[config.mk]
export PLATFORM = sky130hd
export DESIGN_NAME = psum_collector_flat
export DESIGN_NICKNAME = d
export VERILOG_FILES = /design/src/rtl/psum_collector_pkg.sv /design/src/rtl/psum_collector_if.sv /design/src/rtl/psum_collector_requant_unit.sv /design/src/rtl/psum_collector.sv /design/src/flat_wrapper.sv
export SDC_FILE = /design/constraint.sdc
export NUM_CORES = 1
export LEC_CHECK = 0
export CORE_MARGIN = 1
export CORE_UTILIZATION = 33
export DETAILED_ROUTE_END_ITERATION = 8
export PLACE_DENSITY = 0.53
export SLEW_MARGIN = 20
export SYNTH_ARGS = -nofsm -noshare
export SYNTH_HDL_FRONTEND = slang
export SYNTH_SLANG_ARGS = --single-unit
[constraint.sdc]
create_clock -name clk -period 16.1 [get_ports clk]
set_input_delay 2.415 -clock clk [delete_from_list [all_inputs] [get_ports clk]]
set_output_delay 2.415 -clock clk [all_outputs]
set_load 0.01 [all_outputs]
[src/rtl/psum_collector_pkg.sv]
// Shared constants and FSM encoding for the partial-sum collector and its
// requantization datapath.
package cnn_pkg;

  localparam int DEF_PSUM_WIDTH = 16;
  localparam int DEF_ACC_WIDTH  = 24;
  localparam int DEF_OFM_WIDTH  = 8;
  localparam int DEF_DEPTH      = 16;

  typedef enum logic [1:0] {
    ST_IDLE  = 2'd0,
    ST_ACCUM = 2'd1,
    ST_DRAIN = 2'd2,
    ST_DONE  = 2'd3
  } state_e;

endpackage

[src/rtl/psum_collector_if.sv]
// Streaming bus between a PE column, the collector and the output consumer.
interface psum_collector_if import cnn_pkg::*; #(
  parameter int PSUM_WIDTH = DEF_PSUM_WIDTH,
  parameter int OFM_WIDTH  = DEF_OFM_WIDTH
);

  logic                         psum_valid;
  logic signed [PSUM_WIDTH-1:0] psum_in;
  logic                         ofm_valid;
  logic                         ofm_ready;
  logic signed [OFM_WIDTH-1:0]  ofm_data;

  modport master (
    output psum_valid, psum_in, ofm_ready,
    input  ofm_valid, ofm_data
  );

  modport slave (
    input  psum_valid, psum_in, ofm_ready,
    output ofm_valid, ofm_data
  );

endinterface

[src/rtl/psum_collector_requant_unit.sv]
// Combinational requantizer: floor arithmetic shift, optional ReLU, then
// saturation to the signed output range.
module requant_unit import cnn_pkg::*; #(
  parameter int ACC_WIDTH = DEF_ACC_WIDTH,
  parameter int OFM_WIDTH = DEF_OFM_WIDTH
) (
  input  logic signed [ACC_WIDTH-1:0] acc_in,
  input  logic        [3:0]           shift,
  input  logic                        relu,
  output logic signed [OFM_WIDTH-1:0] ofm_out
);

  localparam logic signed [ACC_WIDTH-1:0] OFM_MAX = ACC_WIDTH'((1 << (OFM_WIDTH - 1)) - 1);
  localparam logic signed [ACC_WIDTH-1:0] OFM_MIN = ~OFM_MAX;

  logic signed [ACC_WIDTH-1:0] shifted;
  logic signed [ACC_WIDTH-1:0] rectified;

  always_comb begin
    shifted   = acc_in >>> shift;
    rectified = (relu && shifted[ACC_WIDTH-1]) ? '0 : shifted;
    if (rectified > OFM_MAX) begin
      ofm_out = OFM_WIDTH'(OFM_MAX);
    end else if (rectified < OFM_MIN) begin
      ofm_out = OFM_WIDTH'(OFM_MIN);
    end else begin
      ofm_out = OFM_WIDTH'(rectified);
    end
  end

endmodule

[src/rtl/psum_collector.sv]
// Accumulates partial sums over several passes per output pixel, then drains
// the requantized results as a ready/valid stream.
module psum_collector import cnn_pkg::*; #(
  parameter  int PSUM_WIDTH = DEF_PSUM_WIDTH,
  parameter  int ACC_WIDTH  = DEF_ACC_WIDTH,
  parameter  int OFM_WIDTH  = DEF_OFM_WIDTH,
  parameter  int DEPTH      = DEF_DEPTH,
  localparam int PIX_W      = $clog2(DEPTH) + 1,
  localparam int IDX_W      = (DEPTH > 1) ? $clog2(DEPTH) : 1
) (
  input  logic             clk,
  input  logic             rst_n,
  input  logic             cfg_start,
  input  logic [PIX_W-1:0] cfg_num_pix,
  input  logic [3:0]       cfg_num_pass,
  input  logic [3:0]       cfg_shift,
  input  logic             cfg_relu,
  psum_collector_if.slave  bus,
  output logic             busy,
  output logic             done
);

  state_e                      state_q, state_d;
  logic [IDX_W-1:0]            pix_cnt_q, pix_cnt_d;
  logic [IDX_W-1:0]            rd_ptr_q, rd_ptr_d;
  logic [3:0]                  pass_cnt_q, pass_cnt_d;
  logic [PIX_W-1:0]            num_pix_q, num_pix_d;
  logic [3:0]                  num_pass_q, num_pass_d;
  logic [3:0]                  shift_q, shift_d;
  logic                        relu_q, relu_d;
  logic                        ofm_valid_q, ofm_valid_d;
  logic signed [OFM_WIDTH-1:0] ofm_data_q, ofm_data_d;
  logic                        busy_q, busy_d;
  logic                        done_q, done_d;
  logic signed [ACC_WIDTH-1:0] acc_q [DEPTH];
  logic signed [ACC_WIDTH-1:0] acc_d [DEPTH];

  logic signed [ACC_WIDTH-1:0] psum_ext;
  logic signed [ACC_WIDTH-1:0] rq_in;
  logic signed [OFM_WIDTH-1:0] rq_out;
  logic                        load_out;
  logic                        last_pix, last_pass, last_beat;

  assign psum_ext  = ACC_WIDTH'(bus.psum_in);
  assign last_pix  = (PIX_W'(pix_cnt_q) == num_pix_q - PIX_W'(1));
  assign last_pass = (pass_cnt_q == num_pass_q - 4'd1);
  assign last_beat = (PIX_W'(rd_ptr_q) == num_pix_q - PIX_W'(1));

  always_comb begin
    state_d     = state_q;
    pix_cnt_d   = pix_cnt_q;
    rd_ptr_d    = rd_ptr_q;
    pass_cnt_d  = pass_cnt_q;
    num_pix_d   = num_pix_q;
    num_pass_d  = num_pass_q;
    shift_d     = shift_q;
    relu_d      = relu_q;
    ofm_valid_d = ofm_valid_q;
    acc_d       = acc_q;
    load_out    = 1'b0;

    case (state_q)
      ST_IDLE: begin
        if (cfg_start) begin
          if (cfg_num_pix == '0) begin
            num_pix_d = PIX_W'(1);
          end else if (cfg_num_pix > PIX_W'(DEPTH)) begin
            num_pix_d = PIX_W'(DEPTH);
          end else begin
            num_pix_d = cfg_num_pix;
          end
          num_pass_d = (cfg_num_pass == 4'd0) ? 4'd1 : cfg_num_pass;
          shift_d    = cfg_shift;
          relu_d     = cfg_relu;
          pix_cnt_d  = '0;
          pass_cnt_d = '0;
          rd_ptr_d   = '0;
          state_d    = ST_ACCUM;
        end
      end

      ST_ACCUM: begin
        if (bus.psum_valid) begin
          acc_d[pix_cnt_q] = (pass_cnt_q == 4'd0) ? psum_ext : acc_q[pix_cnt_q] + psum_ext;
          if (last_pix) begin
            pix_cnt_d = '0;
            // The first beat is sourced from acc_d so it reflects this cycle's final write.
            if (last_pass) begin
              state_d     = ST_DRAIN;
              rd_ptr_d    = '0;
              ofm_valid_d = 1'b1;
              load_out    = 1'b1;
            end else begin
              pass_cnt_d = pass_cnt_q + 4'd1;
            end
          end else begin
            pix_cnt_d = pix_cnt_q + IDX_W'(1);
          end
        end
      end

      ST_DRAIN: begin
        if (ofm_valid_q && bus.ofm_ready) begin
          if (last_beat) begin
            ofm_valid_d = 1'b0;
            state_d     = ST_DONE;
          end else begin
            rd_ptr_d = rd_ptr_q + IDX_W'(1);
            load_out = 1'b1;
          end
        end
      end

      ST_DONE: state_d = ST_IDLE;

      default: state_d = ST_IDLE;
    endcase

    busy_d = (state_d != ST_IDLE);
    done_d = (state_d == ST_DONE);
  end

  assign rq_in      = acc_d[rd_ptr_d];
  assign ofm_data_d = load_out ? rq_out : ofm_data_q;

  requant_unit #(
    .ACC_WIDTH (ACC_WIDTH),
    .OFM_WIDTH (OFM_WIDTH)
  ) u_requant (
    .acc_in  (rq_in),
    .shift   (shift_q),
    .relu    (relu_q),
    .ofm_out (rq_out)
  );

  always_ff @(posedge clk or negedge rst_n) begin
    if (!rst_n) begin
      state_q     <= ST_IDLE;
      pix_cnt_q   <= '0;
      rd_ptr_q    <= '0;
      pass_cnt_q  <= '0;
      num_pix_q   <= PIX_W'(1);
      num_pass_q  <= 4'd1;
      shift_q     <= '0;
      relu_q      <= 1'b0;
      ofm_valid_q <= 1'b0;
      ofm_data_q  <= '0;
      busy_q      <= 1'b0;
      done_q      <= 1'b0;
    end else begin
      state_q     <= state_d;
      pix_cnt_q   <= pix_cnt_d;
      rd_ptr_q    <= rd_ptr_d;
      pass_cnt_q  <= pass_cnt_d;
      num_pix_q   <= num_pix_d;
      num_pass_q  <= num_pass_d;
      shift_q     <= shift_d;
      relu_q      <= relu_d;
      ofm_valid_q <= ofm_valid_d;
      ofm_data_q  <= ofm_data_d;
      busy_q      <= busy_d;
      done_q      <= done_d;
    end
  end

  // Accumulator contents are don't-care after reset, so they carry no reset.
  always_ff @(posedge clk) begin
    acc_q <= acc_d;
  end

  assign bus.ofm_valid = ofm_valid_q;
  assign bus.ofm_data  = ofm_data_q;
  assign busy          = busy_q;
  assign done          = done_q;

endmodule

[src/flat_wrapper.sv]
// flat-port wrapper written by rule: the top's interface ports become plain ports
module psum_collector_flat import cnn_pkg::*;
#(
  parameter  int PSUM_WIDTH = DEF_PSUM_WIDTH,
  parameter  int ACC_WIDTH  = DEF_ACC_WIDTH,
  parameter  int OFM_WIDTH  = DEF_OFM_WIDTH,
  parameter  int DEPTH      = DEF_DEPTH,
  localparam int PIX_W      = $clog2(DEPTH) + 1,
  localparam int IDX_W      = (DEPTH > 1) ? $clog2(DEPTH) : 1
)
  (clk, rst_n, cfg_start, cfg_num_pix, cfg_num_pass, cfg_shift, cfg_relu, busy, done, bus_psum_valid, bus_psum_in, bus_ofm_ready, bus_ofm_valid, bus_ofm_data);
  psum_collector_if #(.PSUM_WIDTH(PSUM_WIDTH), .OFM_WIDTH(OFM_WIDTH)) bus_i ();
  input  logic clk;
  input  logic rst_n;
  input  logic cfg_start;
  input  logic [PIX_W-1:0] cfg_num_pix;
  input  logic [3:0] cfg_num_pass;
  input  logic [3:0] cfg_shift;
  input  logic cfg_relu;
  output logic busy;
  output logic done;
  input wire logic [$bits(bus_i.psum_valid)-1:0] bus_psum_valid;
  input wire logic [$bits(bus_i.psum_in)-1:0] bus_psum_in;
  input wire logic [$bits(bus_i.ofm_ready)-1:0] bus_ofm_ready;
  output wire logic [$bits(bus_i.ofm_valid)-1:0] bus_ofm_valid;
  output wire logic [$bits(bus_i.ofm_data)-1:0] bus_ofm_data;
  assign bus_i.psum_valid = bus_psum_valid;
  assign bus_i.psum_in = bus_psum_in;
  assign bus_i.ofm_ready = bus_ofm_ready;
  assign bus_ofm_valid = bus_i.ofm_valid;
  assign bus_ofm_data = bus_i.ofm_data;
  psum_collector #(.PSUM_WIDTH(PSUM_WIDTH), .ACC_WIDTH(ACC_WIDTH), .OFM_WIDTH(OFM_WIDTH), .DEPTH(DEPTH)) u_core (.clk(clk), .rst_n(rst_n), .cfg_start(cfg_start), .cfg_num_pix(cfg_num_pix), .cfg_num_pass(cfg_num_pass), .cfg_shift(cfg_shift), .cfg_relu(cfg_relu), .bus(bus_i), .busy(busy), .done(done));
endmodule
# Yosys cells after proc, flatten, opt, wreduce, memory -nomap -nowiden
# Index checks and enable logic that the tools add are counted.
# classes
addsub	6
n_lt_le_gt_ge	6
eq_ne	14
n_shift	1
n_mux	52
bitwise_logic	2
reduce_logical	14
# op_table
cell	n
384-bit 2-to-1 mux	2
384-bit bitwise mux	1
24-bit binary-select mux with 4-bit select	2
24-bit 2-to-1 mux	7
24-bit demux with 4-bit select	1
4-bit 2-to-1 mux	13
24-bit by 16-bit adder with 24-bit output	1
24-bit by 8-bit > comparator with 1-bit output (second input constant)	1
24-bit by 8-bit < comparator with 1-bit output (second input constant)	1
24-bit by 4-bit >>> shifter with 24-bit output	1
8-bit 2-to-1 mux	2
4-bit one-hot mux with 2 select lines	2
4-bit by 1-bit adder with 4-bit output (second input constant)	3
2-bit 2-to-1 mux	6
4-bit one-hot mux with 3 select lines	1
4-bit by 5-bit == test with 1-bit output	2
5-bit greater-or-equal comparator (second input constant)	2
1-bit 2-to-1 mux	10
5-bit 2-to-1 mux	2
4-bit inverter with 5-bit output	2
4-bit logical NOT	2
2-bit by 1-bit != test with 1-bit output (second input constant)	4
2-bit one-hot mux with 4 select lines	1
2-bit == test (second input constant)	3
other kinds (16)	23
# totals
register_bits	423
input_bits	35
out_inout_bits	11
word_cells	123

# Logic depth before layout (Yosys ltp)
# Gate-level depths: netlist of run 1.
# logic_depth
depth_word	18
ltp_mapped	27
ltp_nobuf	21

# Hierarchy
# A second synthesis of run 1 with hierarchy kept.
# hier_totals
cells_unflattened	2741
area_unflattened_um2	23870.4
# modules_own_cells
mod	n_inst	cells_each	area_per_inst_um2	seq_area_each_um2
psum_collector	1	2614	22648.0	8665.8
requant_unit	1	127	1222.4	0.0

# Worst setup path before layout of run 1
# No wires, ideal clock.
# synth_path
path_kind	input port to flip-flop
from	input port bus_psum_in[0]
to	register u_core.ofm_data_q[0] (netlist: u_core.bus.ofm_data[0])
setup_time_ns	0.101
arrival_ns	6.817
t_required_ns	15.999
slack_ns	9.182
path_stages	19
n_path_buf	1
path_cell_list	ha_1 -> inv_1 -> fa_1 -> nor2b_1 -> o31a_1 -> o21ai_0 -> o2111ai_1 -> o21ai_2 -> or2_2 -> clkbuf_1 -> o211a_1 -> o41ai_1 -> o211ai_1 -> mux2i_1 -> mux2i_1 -> a221o_1 -> nor3_1 -> a41oi_2 -> o32ai_1
# synth_via
elab_chain_len	14
word_cells_on_any_way	15
cone_classes	add/sub (1); order compare (2); shift (1); mux (10); reduce/logical (1)
# synth_rtl
item	line	text
start: declaration	flat_wrapper.sv:23	input wire logic [$bits(bus_i.psum_in)-1:0] bus_psum_in;
24-bit by 16-bit adder with 24-bit output	psum_collector.sv:84	acc_d[pix_cnt_q] = (pass_cnt_q == 4'd0) ? psum_ext : acc_q[pix_cnt_q] + psum_ext;
24-bit 2-to-1 mux (*)	psum_collector.sv:84	
384-bit bitwise mux (*)	psum_collector.sv:84	
384-bit 2-to-1 mux (*)	psum_collector.sv:83	if (bus.psum_valid) begin
384-bit 2-to-1 mux (*)	psum_collector.sv:62	case (state_q)
24-bit binary-select mux with 4-bit select (*)	psum_collector.sv:123	assign rq_in = acc_d[rd_ptr_d];
24-bit 2-to-1 mux (implied by the code) (*) (2 in a row)	psum_collector.sv:123	
24-bit by 4-bit >>> shifter with 24-bit output (*)	psum_collector_requant_unit.sv:20	shifted = acc_in >>> shift;
1-bit logical AND	psum_collector_requant_unit.sv:21	rectified = (relu && shifted[ACC_WIDTH-1]) ? '0 : shifted;
24-bit 2-to-1 mux (*)	psum_collector_requant_unit.sv:21	
24-bit by 8-bit < comparator with 1-bit output	psum_collector_requant_unit.sv:24	end else if (rectified < OFM_MIN) begin
8-bit 2-to-1 mux	psum_collector_requant_unit.sv:24	
8-bit 2-to-1 mux (*)	psum_collector_requant_unit.sv:22	if (rectified > OFM_MAX) begin
end signal: assignment	psum_collector.sv:160	ofm_data_q <= ofm_data_d;
end: declaration	psum_collector.sv:32	logic signed [OFM_WIDTH-1:0] ofm_data_q, ofm_data_d;
# Mark *: on every way between the ends. The rest lies on a longest branch, timed or not. The select of a mux whose other input is x is not followed.
# A chain may end at the register's enable or synchronous reset.

==> flow_summary.yaml, run 1 <==
clock_network:
  cts_tree: "done"
  cts.sinks: 423
  hold_buffers: 0
  htree_levels: 2
  clk_path_buf_depth: 3
  cts_root_buf: "clkbuf_16"
  insertion_delay_ns: 0.62
  cts_resized: 0
  numCtsBuffers: 48
  clk_pin_slew_worst_paths_ns: 0.06
  postCtsSetupBuffers: 0
sta:
  fin_crit_sh_pct: 56.84
  slew_violations: 0
  setup_viol: 0
  finClkSkew_ns: 0.02030
  fmax_mhz: 109.3
  min_period_ns: 9.151
  fin_setup_tns_ns: 0
  relSlewSlack_pct: 19.63
  rsz0062_at_grt: "no"
  timing.final.hold_violations: 0
  tightest_slew_ns: 1.193
synthesis:
  synth_cells: 2857
  yosys.area.top_type: "dfxtp_1"
  ys_warn_count: 0
  synthDistinctLibCells: 117
  synth_area_leaders: "dfxtp_1 31%, mux4_2 11%, nand2_1 5.5%, o21ai_0 5.4%, mux2i_1 4.6%"
  synthFlopType: "dfxtp_1"
  synth-edff-count: 0
  synthArstFlopShare_pct: 9.220
  synthesis.nets: 2929
  syn_area_per_cell_um2: 8.789
  seq_area_frac_synth_pct: 34.51
  ys_ff_latch: 423
  netlist_area_um2: 25110
  synth_top_area_share_pct: 30.62
critical_path:
  cp_num_cells: 22
  cp-start-kind: "register"
  critPathKind: "register to register"
  worst_path_dominant_cell_family: "compound AO/OA/AOI/OAI gates"
  crit_chain: "buf_4, mux4_2, mux4_2, ha_1, inv_1, fa_1, nor2b_1, o31ai_1, a2111oi_0, or4_1, a31oi_1, a21oi_1, a211oi_1, nor4_1, o21ai_1, a31oi_1, o21ai_1, o211ai_1, or4_1, o32a_1, nor4_4, o32ai_1"
  slowest_delay_ns: 0.91
  timing.critical_path.buf_inv: 2
  slowest_stage: "a31oi_1"
  r2r_slack_ns: 6.95
  cp-end-kind: "register"
  reg2reg_from: "u_core.pix_cnt_q[0]"
  path_max_fanout: 39
  cp-endpoint: "u_core.bus.ofm_data[6]"
  required_ns: 16.55
  ff2ff_path_depth: 22
  critPathLaunch: "u_core.pix_cnt_q[0]"
  cp_data_arrival_time_ns: 9.60
  r2r-end: "u_core.bus.ofm_data[6]"
floorplanning:
  die_x_um: 277.8
  die_h_um: 277.8
  io_pins: 46
  core_area_um2: 74820
  initial_utilization_pct: 33.56
  design.die.area_um2: 77200
  rows: 100
layout:
  final-instance-count-excl-fill: 3786
  area_growth_syn_to_layout_pct: 10.64
  diodes: 0
  fillCellCount: 7546
  nets: 2851
  layout-drive-gt1-share_pct: 14.13
detailed_routing:
  drt_iter0_drc: 2618
  wl_per_cell_um: 26.37
  vias: 23280
  drc: 0
  drt_wl_total_um: 99860
  vias_per_cell: 6.148
  ant_nets: 0
  first_pass_iters: 8
place:
  dp.cells: 3698
  numPortBuffers: 45
  gp_congestion: 0.9217
  dp_hpwl_um: 66250
job:
  drv_cap: 0
power_and_ir_drop:
  combPwrFrac_pct: 58.5
  power.total_w: 0.006414
  leakage_nw: 9.784
  p_seq_share_pct: 24.2
  pwr-share-clk_pct: 17.3
  swShare_pct: 49.40
  internal_power_w: 0.003245
  ir_worst_vdd_uv: 84.93
  net-switching-power_w: 0.003168
  power_density_nw_per_um2: 230.9
global_routing:
  grt.total_usage_pct: 25.21
  grt_first_pass_wirelength_um: 147200
  grt_antenna_before_repair: 2
  grt_pass1_vias: 22370
  grt-ovfl-total: 0
  grt_max_degree: 74
hold_path:
  hold_path_class: "register to register"
  min_from: "u_core.acc_q[299]"
outcome:
  status: "finished, final reports clean"
==> cells by family (layout without fill, tap and decap cells) <==
family	count (synthesis)	count (layout)	share of synthesized area, %
mux	274	274	17.31
simple gates	900	900	15.92
buf+inv	293	253	5.471
compound gates	903	903	23.98
flops	423	423	34.51
fa+ha+maj	37	37	1.874
xor+xnor	27	27	0.9418
==> flip-flops by register name, summed over array words and instances (netlist names) <==
name and count:
u_core.acc_q 384, u_core.bus.ofm_data 8, u_core.num_pix_q 5, u_core.num_pass_q 4
u_core.pass_cnt_q 4, u_core.pix_cnt_q 4, u_core.rd_ptr_q 4, u_core.shift_q 4
u_core.state_q 2, u_core.bus.ofm_valid 1, u_core.busy 1, u_core.done 1
u_core.relu_q 1
==> per-stage QoR <==
stage               hold WS, ns  instance area (um^2)  worst slack [ns]  utilization (%)
floorplan                0.4285                 25110             9.182                -
CTS                      0.4764                 27770             7.049            37.11
detailed placement       0.4627                 26230             6.682            35.06
global placement         0.4498                 26230             6.701            35.06
global route             0.4952                 27780             6.598            37.13
finish                   0.4828                 27780             6.949            37.13
==> cells in the mapped netlist (30+ instances only) <==
cell      number
dfxtp_1      384
nand2_1      371
nor2_1       286
o21ai_0      269
a21oi_1      162
clkbuf_1     153
mux4_2       124
mux2i_1      115
a211oi_1     108
nor3_1        57
o211ai_1      54
nand3_1       52
buf_2         43
a31oi_1       41
o31ai_1       41
inv_1         39
dfrtp_1       37
ha_1          36
mux2_2        32
buf_1         30
==> power groups by stage <==
stage	sequential [W]	clock, W	combinational (W)
floorplan	0.00147	0	0.00259
global route	0.00158	0.00116	0.00402
CTS	0.00154	0.00112	0.00367
global placement	0.00155	0	0.00363
detailed placement	0.00157	0	0.00366
finish	0.00155	0.00111	0.00375
==> placed cells by master (no fill, tap or decap), types with 15 or more instances in the layout <==
cell	synthesis	layout
mux2i_1	115	113
o22a_1	15	15
mux4_2	124	124
nand3_1	52	52
a31oi_1	41	41
nand4_1	17	17
ha_1	36	36
inv_1	39	39
and2_1	20	20
dfxtp_1	384	384
clkbuf_16	0	48
nand2_1	371	371
clkbuf_1	153	18
o211ai_1	54	54
buf_4	3	76
a21oi_1	162	161
dfrtp_1	37	32
a211oi_1	108	106
nor3_1	57	53
clkdlybuf4s50_1	0	44
nor2_1	286	275
o32ai_1	18	18
mux2_2	32	32
o31ai_1	41	41
o21ai_0	269	269
==> area by class of cell <==
class / instances / area, um^2 / share of cell area, %
sequential: 423 / 8677 / 31.23
clock buffer: 71 / 1338 / 4.814
timing repair buffer: 121 / 1016 / 3.657
multi-input combinational: 2141 / 15160 / 54.58
tap: 969 / 1212 / 4.364
inverter: 44 / 172.7 / 0.6215
clock inverter: 17 / 202.7 / 0.7296
==> worst register-to-register path: stages (launching register included) <==
cell and delay [ns]:
dfrtp_4 0.84, buf_4 0.79, mux4_2 0.73, mux4_2 0.47, ha_1 0.29, inv_1 0.11
fa_1 0.20, nor2b_1 0.09, o31ai_1 0.54, a2111oi_0 0.26, or4_1 0.62, a31oi_1 0.91
a21oi_1 0.22, a211oi_1 0.30, nor4_1 0.13, o21ai_1 0.39, a31oi_1 0.24, o21ai_1 0.25
o211ai_1 0.17, or4_1 0.49, o32a_1 0.33, nor4_4 0.44, o32ai_1 0.18
==> per-layer routing <==
layer | track usage (%) | routed length, um
met1 | 34.81 | 43630
met2 | 39.34 | 44380
met3 | 4.211 | 8131
met4 | 9.236 | 3701
met5 | 0 | 13
==> worst min-delay path by stage <==
| stage | to | slack, ns | cells past startpoint |
|---|---|---|---|
| detailed placement | u_core.acc_q[35] | 0.46 | 2 |
| CTS | u_core.acc_q[323] | 0.48 | 2 |
| finish | u_core.acc_q[299] | 0.48 | 2 |
| floorplan | u_core.acc_q[228] | 0.43 | 2 |
| global placement | u_core.acc_q[43] | 0.45 | 2 |
| global route | u_core.acc_q[228] | 0.50 | 2 |
Note: power is estimated with default switching activity, not from simulation.
==> run 2: changes to the inputs <==
Clock period 16.1 ns to 9.4 ns, I/O delays scaled along.
==> flow_summary.yaml, run 2 (synthesis results as in run 1) <==
place:
  dp_hpwl_um: 69440
  numPortBuffers: 45
  gp_congestion: 0.9167
  place_area_um2: 26390
clock_network:
  cts.sinks: 423
  clk_path_buf_depth: 3
  cts_resized: 0
  cts_tree: "done"
  clk_pin_slew_worst_paths_ns: 0.06
  cts_root_buf: "clkbuf_16"
  postCtsSetupBuffers: 0
  insertion_delay_ns: 0.60
  htree_levels: 2
  numCtsBuffers: 48
  hold_buffers: 0
floorplanning:
  io_pins: 46
  die_x_um: 277.8
  initial_utilization_pct: 33.56
  core_area_um2: 74820
  design.die.area_um2: 77200
  die_h_um: 277.8
  rows: 100
job:
  drv_cap: 0
power_and_ir_drop:
  leakage_nw: 9.908
  ir_worst_vdd_uv: 197.5
  power_density_nw_per_um2: 397.0
critical_path:
  crit_chain: "buf_4, mux4_2, mux4_2, ha_1, a21oi_2, o21ai_1, a211oi_1, o211ai_1, o311ai_2, buf_4, o21ai_0, mux2_4, a22o_1, o41ai_1, a31oi_1, o21ai_1, o211ai_1, or4_1, o32a_1, nor4_4, o32ai_1"
  critPathKind: "register to register"
  cp-end-kind: "register"
  required_ns: 9.85
  cp-start-kind: "register"
  slowest_delay_ns: 0.95
  r2r_slack_ns: 1.30
  cp_data_arrival_time_ns: 8.54
  reg2reg_from: "u_core.pix_cnt_q[0]"
  slowest_stage: "o41ai_1"
  ff2ff_path_depth: 21
  r2r-end: "u_core.bus.ofm_data[6]"
  path_max_fanout: 26
global_routing:
  grt_busiest_layer: "met2"
  grt-ovfl-total: 0
  grt_antenna_before_repair: 1
  grt_max_degree: 107
  grt_pass1_vias: 22500
  grt_use_met2_pct: 39.79
  gr-usage-met1_pct: 34.75
  grt_first_pass_wirelength_um: 147700
  grt_use_met3_pct: 4.607
  grt.total_usage_pct: 25.41
layout:
  register_area_um2: 8676
  layout-drive-gt1-share_pct: 14.56
  mostFrequentLayoutCell: "dfxtp_1"
  area_growth_syn_to_layout_pct: 11.59
  largest_register: "u_core.acc_q"
  multiInputGateArea_um2: 15170
  largest_reg_flops: 384
  design_area_um2: 28020
  nets: 2865
  diodes: 0
  fillCellCount: 7477
  layout_common_cells: "384 x dfxtp_1, 371 x nand2_1, 275 x nor2_1"
sta:
  fmax_mhz: 123.5
  finClkSkew_ns: 0.02304
  relSlewSlack_pct: 23.26
  tightest_slew_ns: 1.151
  timing.final.hold_violations: 0
  setup_viol: 0
  fin_setup_tns_ns: 0
  slew_violations: 0
  min_period_ns: 8.098
  fin_crit_sh_pct: 86.15
  rsz0062_at_grt: "no"
detailed_routing:
  vias: 23420
  ant_nets: 0
  vias_per_cell: 6.165
  drc: 0
  first_pass_iters: 6
  drt_wl_total_um: 100900
  wl_per_cell_um: 26.55
  drt_iter0_drc: 2795
hold_path:
  min_from: "u_core.acc_q[36]"
  hold_path_class: "register to register"
  whs_endpoint: "u_core.acc_q[36]"
  worstHoldPathCells: 2
outcome:
  status: "finished, final reports clean"
-- run 2: area by class of cell --
| type | instances | share of cell area (%) |
|---|---|---|
| well taps | 969 | 4.327 |
| multi-input cells | 2141 | 54.15 |
| flip-flops and latches | 423 | 30.97 |
| clock buffers | 79 | 5.475 |
| clock inverters | 8 | 0.2858 |
| repair buffers | 135 | 4.180 |
| inverters | 44 | 0.6163 |
-- run 2: power breakdown --
| group | total [W] | switching, W | internal (W) |
|---|---|---|---|
| clock | 0.00194 | 0.000801 | 0.00114 |
| sequential | 0.00268 | 0.000389 | 0.00230 |
| combinational | 0.00650 | 0.00424 | 0.00226 |
| total | 0.0111 | 0.00543 | 0.00570 |
-- run 2: layer usage --
layer	vias up	share of wire [%]	wire length [um]
li1	10520	-	-
met1	11490	43	43400
met2	1188	44	44760
met3	226	8.8	8874
met4	0	3.8	3818
met5	-	0	0
-- run 2: stage by stage --
| stage | total power (W) | utilization [%] | hold WS (ns) | setup slack (ns) | instances |
|---|---|---|---|---|---|
| CTS | 0.01099 | 37.42 | 0.4649 | 1.357 | 3799 |
| floorplan | 0.006961 | - | 0.4285 | 2.498 | 2857 |
| detailed placement | 0.009034 | 35.27 | 0.4534 | 1.365 | 3712 |
| global placement | 0.008956 | 35.26 | 0.4513 | 1.400 | 3711 |
| global route | 0.01172 | 37.45 | 0.4878 | 0.7870 | 3799 |
| finish | 0.01112 | 37.45 | 0.4704 | 1.302 | 3799 |
-- run 2: worst max path at each step --
stage,start,slack (ns),endpoint,cells past startpoint
floorplan,u_core.pix_cnt_q[0],2.50,u_core.bus.ofm_data[6],23
global placement,bus_psum_in[15],1.40,u_core.bus.ofm_data[6],18
detailed placement,bus_psum_in[15],1.37,u_core.bus.ofm_data[6],18
CTS,u_core.pix_cnt_q[0],1.36,u_core.bus.ofm_data[6],21
global route,u_core.pix_cnt_q[0],0.79,u_core.bus.ofm_data[6],21
finish,u_core.pix_cnt_q[0],1.30,u_core.bus.ofm_data[6],21
-- run 2: critical path, delay by kind of cell, from the launching register on --
family	cells	cell delay, ns
AO/OA/AOI/OAI	13	3.56
adder cells (fa/ha/maj)	1	0.41
buffers and inverters	2	0.75
flip-flops	1	0.84
multiplexers	3	1.42
AND/OR/NAND/NOR	2	0.91
